[config.mk]
export PLATFORM = sky130hd
export DESIGN_NAME = alu_sequencer
export DESIGN_NICKNAME = d
export VERILOG_FILES = /design/src/rtl/alu_sequencer.sv
export SDC_FILE = /design/constraint.sdc
export NUM_CORES = 1
export LEC_CHECK = 0
export CORE_ASPECT_RATIO = 0.5
export CORE_MARGIN = 2
export CORE_UTILIZATION = 50
export CTS_CLUSTER_SIZE = 30
export DETAILED_ROUTE_END_ITERATION = 8
export HOLD_SLACK_MARGIN = 0.05
export PLACE_DENSITY_LB_ADDON = 0.2
export RECOVER_POWER = 25
export SLEW_MARGIN = 20
export SYNTH_ARGS = -nofsm -noshare
export SYNTH_HDL_FRONTEND = slang
export SYNTH_SLANG_ARGS = --single-unit
export TNS_END_PERCENT = 50
[constraint.sdc]
create_clock -name clk -period 6.7 [get_ports clk]
set_clock_uncertainty 0.05 [all_clocks]
set_input_delay 1.34 -clock clk [delete_from_list [all_inputs] [get_ports clk]]
set_output_delay 1.34 -clock clk [all_outputs]
set_load 0.02 [all_outputs]
[src/rtl/alu_sequencer.sv]
// Instruction sequencer that drives an external ALU over a bgn/rdy handshake.
// Reads operands from an 8x16 register file and writes results, HI and flags back.
module alu_sequencer #(
    parameter int unsigned TIMEOUT = 64,
    parameter int unsigned NREGS   = 8
) (
    input  logic        clk,
    input  logic        rst,
    input  logic        instr_valid,
    output logic        instr_ready,
    input  logic [15:0] instr,
    output logic        alu_bgn,
    output logic [5:0]  alu_opcode,
    output logic [15:0] alu_a,
    output logic [15:0] alu_b,
    input  logic [15:0] alu_acc1,
    input  logic [15:0] alu_acc2,
    input  logic        alu_zero,
    input  logic        alu_negative,
    input  logic        alu_carry,
    input  logic        alu_overflow,
    input  logic        alu_rdy,
    output logic [3:0]  flags,
    output logic [15:0] hi,
    output logic        done,
    output logic        err,
    output logic        halted,
    input  logic [2:0]  dbg_addr,
    output logic [15:0] dbg_data
);

    localparam int unsigned DW  = 16;
    localparam int unsigned OPW = 5;
    localparam int unsigned RAW = 3;
    localparam int unsigned CW  = $clog2(TIMEOUT + 1);

    localparam logic [OPW-1:0] OP_HLT = 5'b00000;
    localparam logic [OPW-1:0] OP_MUL = 5'b00111;
    localparam logic [OPW-1:0] OP_DIV = 5'b01000;
    localparam logic [OPW-1:0] OP_MOD = 5'b01001;
    localparam logic [OPW-1:0] OP_CMP = 5'b01110;
    localparam logic [OPW-1:0] OP_TST = 5'b01111;
    localparam logic [OPW-1:0] OP_DEC = 5'b10001;

    typedef enum logic [2:0] {
        S_IDLE,
        S_ISSUE,
        S_WAIT,
        S_WB,
        S_HALT
    } state_t;

    state_t          r_state;
    logic [DW-1:0]   r_regs [NREGS];
    logic [OPW-1:0]  r_op;
    logic [RAW-1:0]  r_rd;
    logic [CW-1:0]   r_cnt;
    logic [DW-1:0]   r_acc1;
    logic [DW-1:0]   r_acc2;
    logic [3:0]      r_cap_flags;
    logic            r_instr_ready;
    logic            r_alu_bgn;
    logic [5:0]      r_alu_opcode;
    logic [DW-1:0]   r_alu_a;
    logic [DW-1:0]   r_alu_b;
    logic [3:0]      r_flags;
    logic [DW-1:0]   r_hi;
    logic            r_done;
    logic            r_err;
    logic            r_halted;

    logic [OPW-1:0]  w_in_op;
    logic            w_unused_bits;

    // Opcodes outside HLT..DEC (other than HLT itself) are NOPs.
    function automatic logic f_is_alu(input logic [OPW-1:0] op);
        return (op != OP_HLT) && (op <= OP_DEC);
    endfunction

    assign w_in_op       = instr[15:11];
    assign w_unused_bits = ^instr[1:0];

    always_ff @(posedge clk) begin
        if (rst) begin
            r_state       <= S_IDLE;
            r_regs        <= '{default: '0};
            r_op          <= '0;
            r_rd          <= '0;
            r_cnt         <= '0;
            r_acc1        <= '0;
            r_acc2        <= '0;
            r_cap_flags   <= '0;
            r_instr_ready <= 1'b1;
            r_alu_bgn     <= 1'b0;
            r_alu_opcode  <= '0;
            r_alu_a       <= '0;
            r_alu_b       <= '0;
            r_flags       <= '0;
            r_hi          <= '0;
            r_done        <= 1'b0;
            r_err         <= 1'b0;
            r_halted      <= 1'b0;
        end else begin
            r_done <= 1'b0;
            case (r_state)
                S_IDLE: begin
                    if (instr_valid) begin
                        r_op          <= w_in_op;
                        r_rd          <= instr[10:8];
                        r_instr_ready <= 1'b0;
                        if (w_in_op == OP_HLT) begin
                            r_state  <= S_HALT;
                            r_done   <= 1'b1;
                            r_halted <= 1'b1;
                        end else if (f_is_alu(w_in_op)) begin
                            // Operands are sampled here so a pending rd==rs write cannot leak in.
                            r_state      <= S_ISSUE;
                            r_alu_bgn    <= 1'b1;
                            r_alu_a      <= r_regs[instr[7:5]];
                            r_alu_b      <= r_regs[instr[4:2]];
                            r_alu_opcode <= {1'b0, w_in_op};
                        end else begin
                            r_state <= S_WB;
                            r_done  <= 1'b1;
                        end
                    end
                end
                S_ISSUE: begin
                    r_alu_bgn <= 1'b0;
                    r_cnt     <= '0;
                    r_state   <= S_WAIT;
                end
                S_WAIT: begin
                    r_cnt <= r_cnt + CW'(1);
                    // rdy on the first WAIT cycle may still belong to the previous op.
                    if (alu_rdy && (r_cnt != '0)) begin
                        r_acc1      <= alu_acc1;
                        r_acc2      <= alu_acc2;
                        r_cap_flags <= {alu_zero, alu_negative, alu_carry, alu_overflow};
                        r_state     <= S_WB;
                        r_done      <= 1'b1;
                    end else if (r_cnt == CW'(TIMEOUT - 1)) begin
                        r_err         <= 1'b1;
                        r_done        <= 1'b1;
                        r_state       <= S_IDLE;
                        r_instr_ready <= 1'b1;
                    end
                end
                S_WB: begin
                    if (f_is_alu(r_op)) begin
                        if ((r_op != OP_CMP) && (r_op != OP_TST)) begin
                            r_regs[r_rd] <= r_acc1;
                        end
                        if ((r_op == OP_MUL) || (r_op == OP_DIV) || (r_op == OP_MOD)) begin
                            r_hi <= r_acc2;
                        end
                        r_flags <= r_cap_flags;
                    end
                    r_state       <= S_IDLE;
                    r_instr_ready <= 1'b1;
                end
                S_HALT: begin
                    r_state <= S_HALT;
                end
                default: begin
                    r_state       <= S_IDLE;
                    r_instr_ready <= 1'b1;
                end
            endcase
        end
    end

    assign instr_ready = r_instr_ready;
    assign alu_bgn     = r_alu_bgn;
    assign alu_opcode  = r_alu_opcode;
    assign alu_a       = r_alu_a;
    assign alu_b       = r_alu_b;
    assign flags       = r_flags;
    assign hi          = r_hi;
    assign done        = r_done;
    assign err         = r_err;
    assign halted      = r_halted;
    assign dbg_data    = r_regs[dbg_addr];

endmodule

Word level (Yosys, flattened, before mapping)

Cells that the tools add are included.
Widths: inputs -> output; s select.

Bits in registers: 244
Input port bits: 59
Output and inout bits: 79
Word-level logic and storage cells: 115

Add/subtract/negate cells: 1
$lt $le $gt $ge: 7
Equality and inequality tests: 16
Muxes and demuxes: 33
Bitwise logic cells: 7
Reductions and logical operators: 26

Operators by type and width:

| cell                | count |
|---|---|
| $bmux 16 s3         | 3 |
| $bwmux 128          | 1 |
| $mux 16             | 7 |
| $demux 16 s3        | 1 |
| $ge 4x4->1 const B  | 4 |
| $not 3->4           | 4 |
| $pmux 7 s2          | 1 |
| $mux 3              | 4 |
| $pmux 3 s4          | 1 |
| $reduce_and 3->1    | 4 |
| $reduce_and 4->1    | 3 |
| $mux 1              | 11 |
| $eq 5x4->1 const B  | 2 |
| $le 5x5->1 const B  | 2 |
| $ne 2x2->1 const B  | 5 |
| $ne 5x4->1 const B  | 2 |
| $reduce_bool 5->1   | 2 |
| $reduce_and 2->1    | 4 |
| $add 7x1->7 const B | 1 |
| $eq 7x6->1 const B  | 1 |
| $reduce_bool 7->1   | 1 |
| $eq 3x2->1 const B  | 2 |
| $eq 5x3->1 const B  | 1 |
| $logic_and 1x1->1   | 5 |
| 13 further kinds    | 18 |

Depth between registers and ports, before layout

Gate-level depths: netlist of run 1.

Depth after elaboration: 6
Depth in mapped cells: 9
Mapped depth without buffers: 6

Least setup slack after synthesis of run 1

No wires, ideal clock.

Path kind: input port to output port
From: input port dbg_addr[0]
To: output port dbg_data[0]
Arrival: 2.701 ns
Slack: 2.609 ns
Cell stages on the path: 4
Buffers on the path: 2
Cell sequence: clkbuf_1 -> buf_2 -> mux4_2 -> mux2_2

Longest elaborated chain between the ends: 4

Ends and longest elaborated chain:

| what                                       | line | RTL |
|---|---|---|
| start, declared                            | 28   | `input logic [2:0] dbg_addr,` |
| $not 3->4 (implied by the code)            | 183  | `assign dbg_data = r_regs[dbg_addr];` |
| $bmux 16 s3                                | 183  |  |
| $mux 16 (implied by the code) (2 in a row) | 183  |  |
| end, declared                              | 29   | `output logic [15:0] dbg_data` |

No other way between the ends. The select of a mux whose other input is x is not followed.

Worst setup path in the final report of run 1

From: input port rst
To: register r_cnt[3]

RTL lines:

| what                 | line | RTL |
|---|---|---|
| start, declared      | 8    | `input logic rst,` |
| end signal, assigned | 134  | `r_cnt <= r_cnt + CW'(1);` |
| end, declared        | 57   | `logic [CW-1:0] r_cnt;` |

No word-level cell between the ends.

==> flow_summary.toml, run 1 <==
[sta]
worstMarginPinSlew_ns = 2.83
relSlewSlack_pct = -88.8
finalHoldViolations = 0
period_needed_ns = 5.27
slew_violations = 118
setup_viol_count_final = 0
fmax_mhz = 190
hold_slack_ns = 0.416
rsz0062_at_grt = "no"
period_share_pct = 78.7
fin_setup_tns_ns = 0

[critical_path]
cp_num_buf_inv = 2
worstSetupPathType = "in -> reg"
critical_path.max_fanout = 64
r2r_start = "r_state[0]"
critPathArrivalTime_ns = 5.51
crit_slowest_cell = "clkbuf_1"
startpoint_type = "input pin"
critPathTopFamily = "buffers and inverters"
cp_common_cell = "clkbuf_1"
end_kind = "flip-flop"
worstPathRequired_ns = 6.94
startpoint = "rst"
cp_cell_sequence = "clkbuf_1 > clkbuf_1 > o32ai_1"
max_stage_delay_ns = 2.13

[floorplan]
core_um2 = 23100
initial_core_util_pct = 51.6
die_h_um = 113
io-pin-count = 138
row_count = 39
dieArea_um2 = 25200
die_w_um = 222

[run]
maxCapViolations = 2

[synthesis]
yosysMostFrequentCell = "mux2i_1"
syn_area_um2 = 11900
syn_inst = 1159
ys_top_cells_by_count = "mux2i_1, dfxtp_1, nand2_1, nor2_1, mux4_2"
ys_ff_latch = 244
synth_edf_count = 0
synth_top_area_cell = "dfxtp_1"
async_flop_share_pct = 0
avgSynthCellArea_um2 = 10.3
syn_nets = 1220
yosysUniqueCellTypes = 55
ys_top_cells_by_area = "dfxtp_1, mux2i_1, mux4_2, nand2_1, nor2_1"
synth_top_area_share_pct = 41.0
yosysWarnings = 0
synthFlopType = "dfxtp_1"
yosysSeqAreaShare_pct = 41.0

[drt]
num_vias = 9449
post_drt_wl_per_cell_um = 21.2
initialDrtViolationCount = 846
drcViolationCount = 0
drt_pre_antenna_iters = 5
drt-total-wl_mm = 33.0
via_per_inst = 6.07
drtAntennaViolNets = 0

[power]
power.density_nw_per_um2 = 233
leakagePower_uw = 0.00573
power_uw = 3290
ir_worst_vdd_mv = 0.151

[clock_network]
post_cts_buffers = 0
clk_latency_ns = 0.52
cts_buffer_depth = 3
clkSinkCount = 244
htreeDepth = 1
cts_root_buf = "clkbuf_16"
cts.clk_slew.worst_paths_ns = 0.07
cts_buffers = 23
cts_tree = "done"
cts_resized = 0
cts_hold_buf = 0

[worst_hold_path]
hold_start = "alu_opcode[1]"
min_path_type = "reg -> reg"

[placement]
hpwl_mm = 20.5
placed_cells = 1516
gp_congestion = 0.832
io_buffer_count = 134

[grt]
antenna_found_initial = 0
overflow = 0
grt_pass1_wl_mm = 51.2
grt_max_degree = 74
grtUsageTotal_pct = 25.9
grt_pass1_vias = 9218

[final_layout]
finalNonFillerCells = 1557
final_layout_size_suffix_gt1_share_pct = 12.5
nets = 1295
diodes = 0
postLayoutCoreUtil_pct = 61.1
area_delta_synth_final_pct = 18.4

[status]
violations = "max-capacitance violations, max-slew violations"
outcome = "finished, violations left"
-- logic make-up after synthesis --
logic type,after synthesis,synth area share (%)
AOI/OAI and AO/OA,120,6.91
adders and majority gates,2,0.210
buffers and inverters,109,4.13
DFF,244,41.0
muxes,329,34.5
other,1,0.0315
and+or+nand+nor,354,13.2
-- flip-flops by register name (all words and copies together) (netlist names), 7 cells and up --
register  cells
alu_b        16
r_regs      128
r_acc1       16
alu_a        16
r_cnt         7
r_acc2       16
hi           16
-- cells in the final DEF, fill, tap and decap left out, types with 17 or more instances in the layout --
| cell | synthesis | routed |
|---|---|---|
| nor3_1 | 38 | 38 |
| a211oi_1 | 32 | 32 |
| clkbuf_16 | 0 | 23 |
| buf_4 | 4 | 18 |
| mux2_2 | 17 | 17 |
| a21oi_1 | 25 | 25 |
| clkdlybuf4s50_1 | 0 | 129 |
| o22ai_1 | 32 | 32 |
| nor2_1 | 102 | 102 |
| dfxtp_1 | 244 | 244 |
| mux2i_1 | 248 | 248 |
| nand2_1 | 174 | 174 |
| mux4_2 | 64 | 64 |
-- worst paths after layout --
path | end | slack (ns) | depth (start not counted)
worst max-delay path | r_cnt[3] | 1.43 | 3
worst min-delay path | alu_opcode[1] | 0.42 | 2
worst max register to register | r_regs[11] | 4.10 | 5
worst min register to register | alu_opcode[1] | 0.42 | 2
-- area by class of cell --
cell class	instances	area, um2
fillers	1888	8970
multi-input cells	806	6550
flip-flops and latches	244	4880
repair buffers	153	1450
clock buffers	33	673
well taps	307	384
clock inverters	8	143
inverters	6	25.0
-- power breakdown --
group / switching (uW) / total [uW] / internal (uW)
logic: 206 / 348 / 142
registers: 32.4 / 1510 / 1480
clock network: 573 / 1430 / 852
-- metrics by stage --
step | worst slack (ns) | instance area (um2)
floorplan | 2.61 | 11900
global placement | 1.53 | 13300
detailed placement | 1.48 | 13300
CTS | 1.48 | 14100
global route | 0.922 | 14100
finish | 1.43 | 14100
-- worst min-delay path, cell delays in order (launching register included) --
cell	delay, ns
dfxtp_1	0.32
nand2_1	0.05
a21oi_1	0.05
-- layer usage --
metal	wire, um	GRT usage [%]
met1	14800	35.9
met2	15000	41.8
met3	2530	5.09
met4	655	6.71
met5	0	0
No activity file was read; power rests on OpenSTA's default activity.
==> run 2: changes to the inputs <==
==> constraint.sdc (replaced) <==
create_clock -name clk -period 5 [get_ports clk]
set_clock_uncertainty 0.05 [all_clocks]
set_input_delay 1 -clock clk [delete_from_list [all_inputs] [get_ports clk]]
set_output_delay 1 -clock clk [all_outputs]
set_load 0.02 [all_outputs]
==> run 2 against run 1 <==
The flow still finishes with violations (max-capacitance violations, max-slew violations). Final area up 0.25%. Cell count up 0.64%. Non-clock buffer count up 7. Setup slack worse by 0.62 ns. Combinational power up 34%. Die area unchanged. Wire length up 0.58%. Total power up 33%. Critical path depth up 2. Worst hold slack worse by 0.0082 ns. Sequential share of layout area down 0.086 points.
==> flow_summary.toml, run 2 (synthesized netlist as in run 1, its figures left out) <==
[status]
outcome = "finished, violations left"
violations = "max-capacitance violations, max-slew violations"

[final_layout]
nets = 1303
final_cell_mix = "mux2i_1, dfxtp_1, nand2_1"
largest_reg_flops = 128
fill_cells = 1919
area_delta_synth_final_pct = 18.7
final_layout_size_suffix_gt1_share_pct = 12.5
postLayoutCoreUtil_pct = 61.3
diodes = 0
final_common_cell = "mux2i_1"
top_register = "r_regs"

[placement]
gp_congestion = 0.831
io_buffer_count = 134
preCtsSetupSlack_ns = 0.808
hpwl_mm = 21.2

[sta]
worstMarginPinSlew_ns = 2.89
finalHoldViolations = 0
rsz0062_at_grt = "no"
setup_viol_count_final = 0
worst_slack_ns = 0.809
period_share_pct = 83.8
fin_setup_tns_ns = 0
relSlewSlack_pct = -92.6
fmax_mhz = 239
period_needed_ns = 4.19
slew_violations = 92

[grt]
grt_pass1_vias = 9603
overflow = 0
grt_pass1_wl_mm = 51.9
grtUsageTotal_pct = 26.1
antenna_found_initial = 0
grt_max_degree = 78

[critical_path]
reg2reg_depth = 5
worstSetupPathType = "in -> out"
end_kind = "primary output"
cp_num_buf_inv = 3
timing.reg2reg.setup_slack_ns = 1.77
startpoint_type = "input pin"
critical_path.max_fanout = 32
worstPathRequired_ns = 3.95
r2r_start = "r_state[1]"
critPathArrivalTime_ns = 3.14
cp_cell_sequence = "clkdlybuf4s50_1 > buf_4 > mux4_2 > mux2_2 > clkdlybuf4s50_1"
crit_slowest_cell = "clkdlybuf4s50_1"
critPathTopFamily = "buffers and inverters"
max_stage_delay_ns = 0.54
r2r-end = "r_acc1[9]"
cp_common_cell = "clkdlybuf4s50_1"

[floorplan]
io-pin-count = 138
initial_core_util_pct = 51.6
core_um2 = 23100
die_w_um = 222
die_h_um = 113
dieArea_um2 = 25200
row_count = 39

[drt]
initialDrtViolationCount = 794
drtAntennaViolNets = 0
num_vias = 9479
post_drt_wl_per_cell_um = 21.2
drt-total-wl_mm = 33.2
drcViolationCount = 0
drt_pre_antenna_iters = 6
via_per_inst = 6.05

[clock_network]
cts_root_buf = "clkbuf_16"
clkSinkCount = 244
clk_latency_ns = 0.53
cts.clk_slew.worst_paths_ns = 0.06
cts_buffer_depth = 3
cts_hold_buf = 0
post_cts_buffers = 0
htreeDepth = 1
cts_buffers = 24
cts_tree = "done"
cts_resized = 0

[run]
maxCapViolations = 2

[power]
power.density_nw_per_um2 = 308
ir_worst_vdd_mv = 0.264
leakagePower_uw = 0.00576

[worst_hold_path]
hold_end = "alu_opcode[0]"
min_path_type = "reg -> reg"
hold_start = "alu_opcode[0]"
hold_depth = 2
run 2: cell count changes in the layout (fill, tap and decap cells not counted), moves of 2 or more:
cell and delta:
buf_4 +2, bufinv_16 -3, clkbuf_1 +6, clkbuf_16 +2, clkbuf_8 +2
run 2: how the worst max path moves through the flow:
stage / from / endpoint / slack (ns) / depth (start not counted)
2_1_floorplan: dbg_addr[0] / dbg_data[0] / 1.59 / 4
3_5_place_dp: dbg_addr[1] / dbg_data[13] / 0.81 / 5
6_report: dbg_addr[1] / dbg_data[13] / 0.81 / 5
5_1_grt: rst / r_cnt[3] / 0.68 / 3
3_3_place_gp: dbg_addr[1] / dbg_data[13] / 0.85 / 5
4_1_cts: dbg_addr[1] / dbg_data[13] / 0.81 / 5
run 2: final cells by class:
class / instances / area [um2] / share of cell area (%)
Clock inverter: 4 / 48.8 / 0.345
Multi-Input combinational cell: 806 / 6530 / 46.2
Tap cell: 307 / 384 / 2.72
Inverter: 6 / 25.0 / 0.177
Timing Repair Buffer: 160 / 1510 / 10.7
Sequential cell: 244 / 4880 / 34.5
Clock buffer: 40 / 762 / 5.39
run 2: power by group:
| part | switching [uW] | internal [uW] | leakage, uW |
|---|---|---|---|
| clock | 780 | 1090 | 0.000400 |
| sequential | 41.2 | 1990 | 0.00197 |
| combinational | 274 | 192 | 0.00339 |
| total | 1090 | 3270 | 0.00576 |
run 2: per-stage QoR:
| step | hold WS (ns) | instances | power [uW] | instance area [um2] |
|---|---|---|---|---|
| CTS | 0.410 | 1567 | 4390 | 14200 |
| finish | 0.408 | 1567 | 4360 | 14100 |
| global route | 0.442 | 1567 | 4510 | 14100 |
| global placement | 0.401 | 1523 | 2530 | 13400 |
| detailed placement | 0.405 | 1523 | 2540 | 13400 |
| floorplan | 0.399 | 1159 | 2350 | 11900 |
run 2: routing by layer:
layer	track usage [%]	wire (um)
met5	0	0
met4	9.37	945
met3	6.28	2470
met2	43.2	15400
met1	33.5	14300
run 2: worst register-to-register path, cell delays in order (launching register included):
cell	delay [ns]
dfxtp_1	0.67
nor3b_1	0.26
o311a_1	1.22
buf_4	0.51
mux2i_1	0.26
nor2_1	0.05
==> run 3: changes to the inputs <==
==> constraint.sdc (replaced) <==
create_clock -name clk -period 3.6 [get_ports clk]
set_clock_uncertainty 0.05 [all_clocks]
set_input_delay 0.72 -clock clk [delete_from_list [all_inputs] [get_ports clk]]
set_output_delay 0.72 -clock clk [all_outputs]
set_load 0.02 [all_outputs]
==> run 3 against run 2 <==
The flow still finishes with violations (max-capacitance violations, max-slew violations). Die area did not move. Worst hold slack gained 0.0070 ns. Cell count grew 0.38%. Critical path depth unchanged. Critical path type unchanged. Highest routed layer is now met5.
==> flow_summary.toml, run 3 (synthesized netlist as in run 1, its figures left out) <==
[status]
outcome = "finished, violations left"
violations = "max-capacitance violations, max-slew violations"

[floorplan]
io-pin-count = 138
dieArea_um2 = 25200
core_um2 = 23100
row_count = 39
die_h_um = 113
die_w_um = 222
initial_core_util_pct = 51.6

[critical_path]
startpoint_type = "input pin"
reg2reg_depth = 5
critical_path.max_fanout = 32
worstSetupPathType = "in -> out"
end_kind = "primary output"
timing.reg2reg.setup_slack_ns = 0.37
critPathArrivalTime_ns = 2.68
r2r-end = "r_regs[12]"
worstPathRequired_ns = 2.83
r2r_start = "r_state[0]"

[final_layout]
final_layout_size_suffix_gt1_share_pct = 13.4
largest_reg_flops = 128
final_cell_mix = "mux2i_1, dfxtp_1, nand2_1"
diodes = 0
area_delta_synth_final_pct = 19.6
final_common_cell = "mux2i_1"
top_register = "r_regs"
nets = 1311

[drt]
drtAntennaViolNets = 0
initialDrtViolationCount = 706
via_per_inst = 5.97
num_vias = 9395
drt_pre_antenna_iters = 5
post_drt_wl_per_cell_um = 20.9
drt-total-wl_mm = 32.8
drcViolationCount = 0

[grt]
grtUsageTotal_pct = 25.9
grt_max_degree = 65
antenna_found_initial = 1
grt_pass1_wl_mm = 51.2
grt_pass1_vias = 9388
overflow = 0

[clock_network]
cts_buffer_depth = 3
htreeDepth = 1
cts_root_buf = "clkbuf_16"
cts_buffers = 23
cts_tree = "done"
cts_resized = 0
cts_hold_buf = 0
cts.clk_slew.worst_paths_ns = 0.06
post_cts_buffers = 0
clk_latency_ns = 0.53
clkSinkCount = 244

[sta]
rsz0062_at_grt = "no"
finalHoldViolations = 0
fmax_mhz = 290
worstMarginPinSlew_ns = 1.87
fin_setup_tns_ns = 0
hold_slack_ns = 0.415
setup_viol_count_final = 0
relSlewSlack_pct = -24.3
period_needed_ns = 3.45
period_share_pct = 95.9
slew_violations = 17

[power]
leakagePower_uw = 0.00581
power.density_nw_per_um2 = 421
ir_worst_vdd_mv = 0.276

[placement]
io_buffer_count = 134
hpwl_mm = 20.9
gp_congestion = 0.835

[worst_hold_path]
min_path_type = "reg -> reg"
hold_end = "alu_opcode[3]"
hold_depth = 2
hold_start = "alu_opcode[3]"

[run]
maxCapViolations = 1
run 3: layer usage:
| metal | global-route usage, % | wire (um) |
|---|---|---|
| met1 | 34.1 | 14100 |
| met2 | 42.1 | 15000 |
| met3 | 6.52 | 2710 |
| met4 | 8.38 | 940 |
| met5 | 0 | 12 |
run 3: power by group:
group / internal (uW) / switching [uW]
registers: 2760 / 57.7
clock network: 1440 / 1070
logic: 287 / 388
total: 4490 / 1510
run 3: cell type report:
class                           instances  area [um2]
Fill cell                            1912        8830
Sequential cell                       244        4880
Multi-Input combinational cell        806        6540
Clock inverter                          9         101
Tap cell                              307         384
Inverter                                6        25.0
Clock buffer                           32         669
Timing Repair Buffer                  169        1650
run 3: worst max-delay path by stage:
stage / end / slack (ns) / cells after the start / startpoint
floorplan: dbg_data[0] / 0.75 / 4 / dbg_addr[0]
global placement: dbg_data[0] / 0.19 / 5 / dbg_addr[1]
detailed placement: dbg_data[3] / 0.17 / 5 / dbg_addr[1]
CTS: dbg_data[3] / 0.16 / 5 / dbg_addr[1]
global route: dbg_data[5] / 0.14 / 5 / dbg_addr[1]
finish: dbg_data[13] / 0.15 / 5 / dbg_addr[1]
run 3: stage by stage:
| stage | worst slack, ns | instance area, um2 | power [uW] | std cells | utilization [%] |
|---|---|---|---|---|---|
| detailed placement | 0.168 | 13500 | 3550 | 1532 | 58.6 |
| global route | 0.136 | 14300 | 6230 | 1573 | 61.7 |
| finish | 0.149 | 14300 | 6000 | 1573 | 61.7 |
| CTS | 0.161 | 14300 | 6050 | 1573 | 61.9 |
| floorplan | 0.749 | 11900 | 3260 | 1159 | - |
| global placement | 0.185 | 13500 | 3540 | 1532 | 58.6 |
run 3: worst max-delay path: stages:
cell,delay [ns]
clkdlybuf4s50_1,0.51
buf_12,0.25
mux4_2,0.35
mux2_2,0.30
clkdlybuf4s50_1,0.54
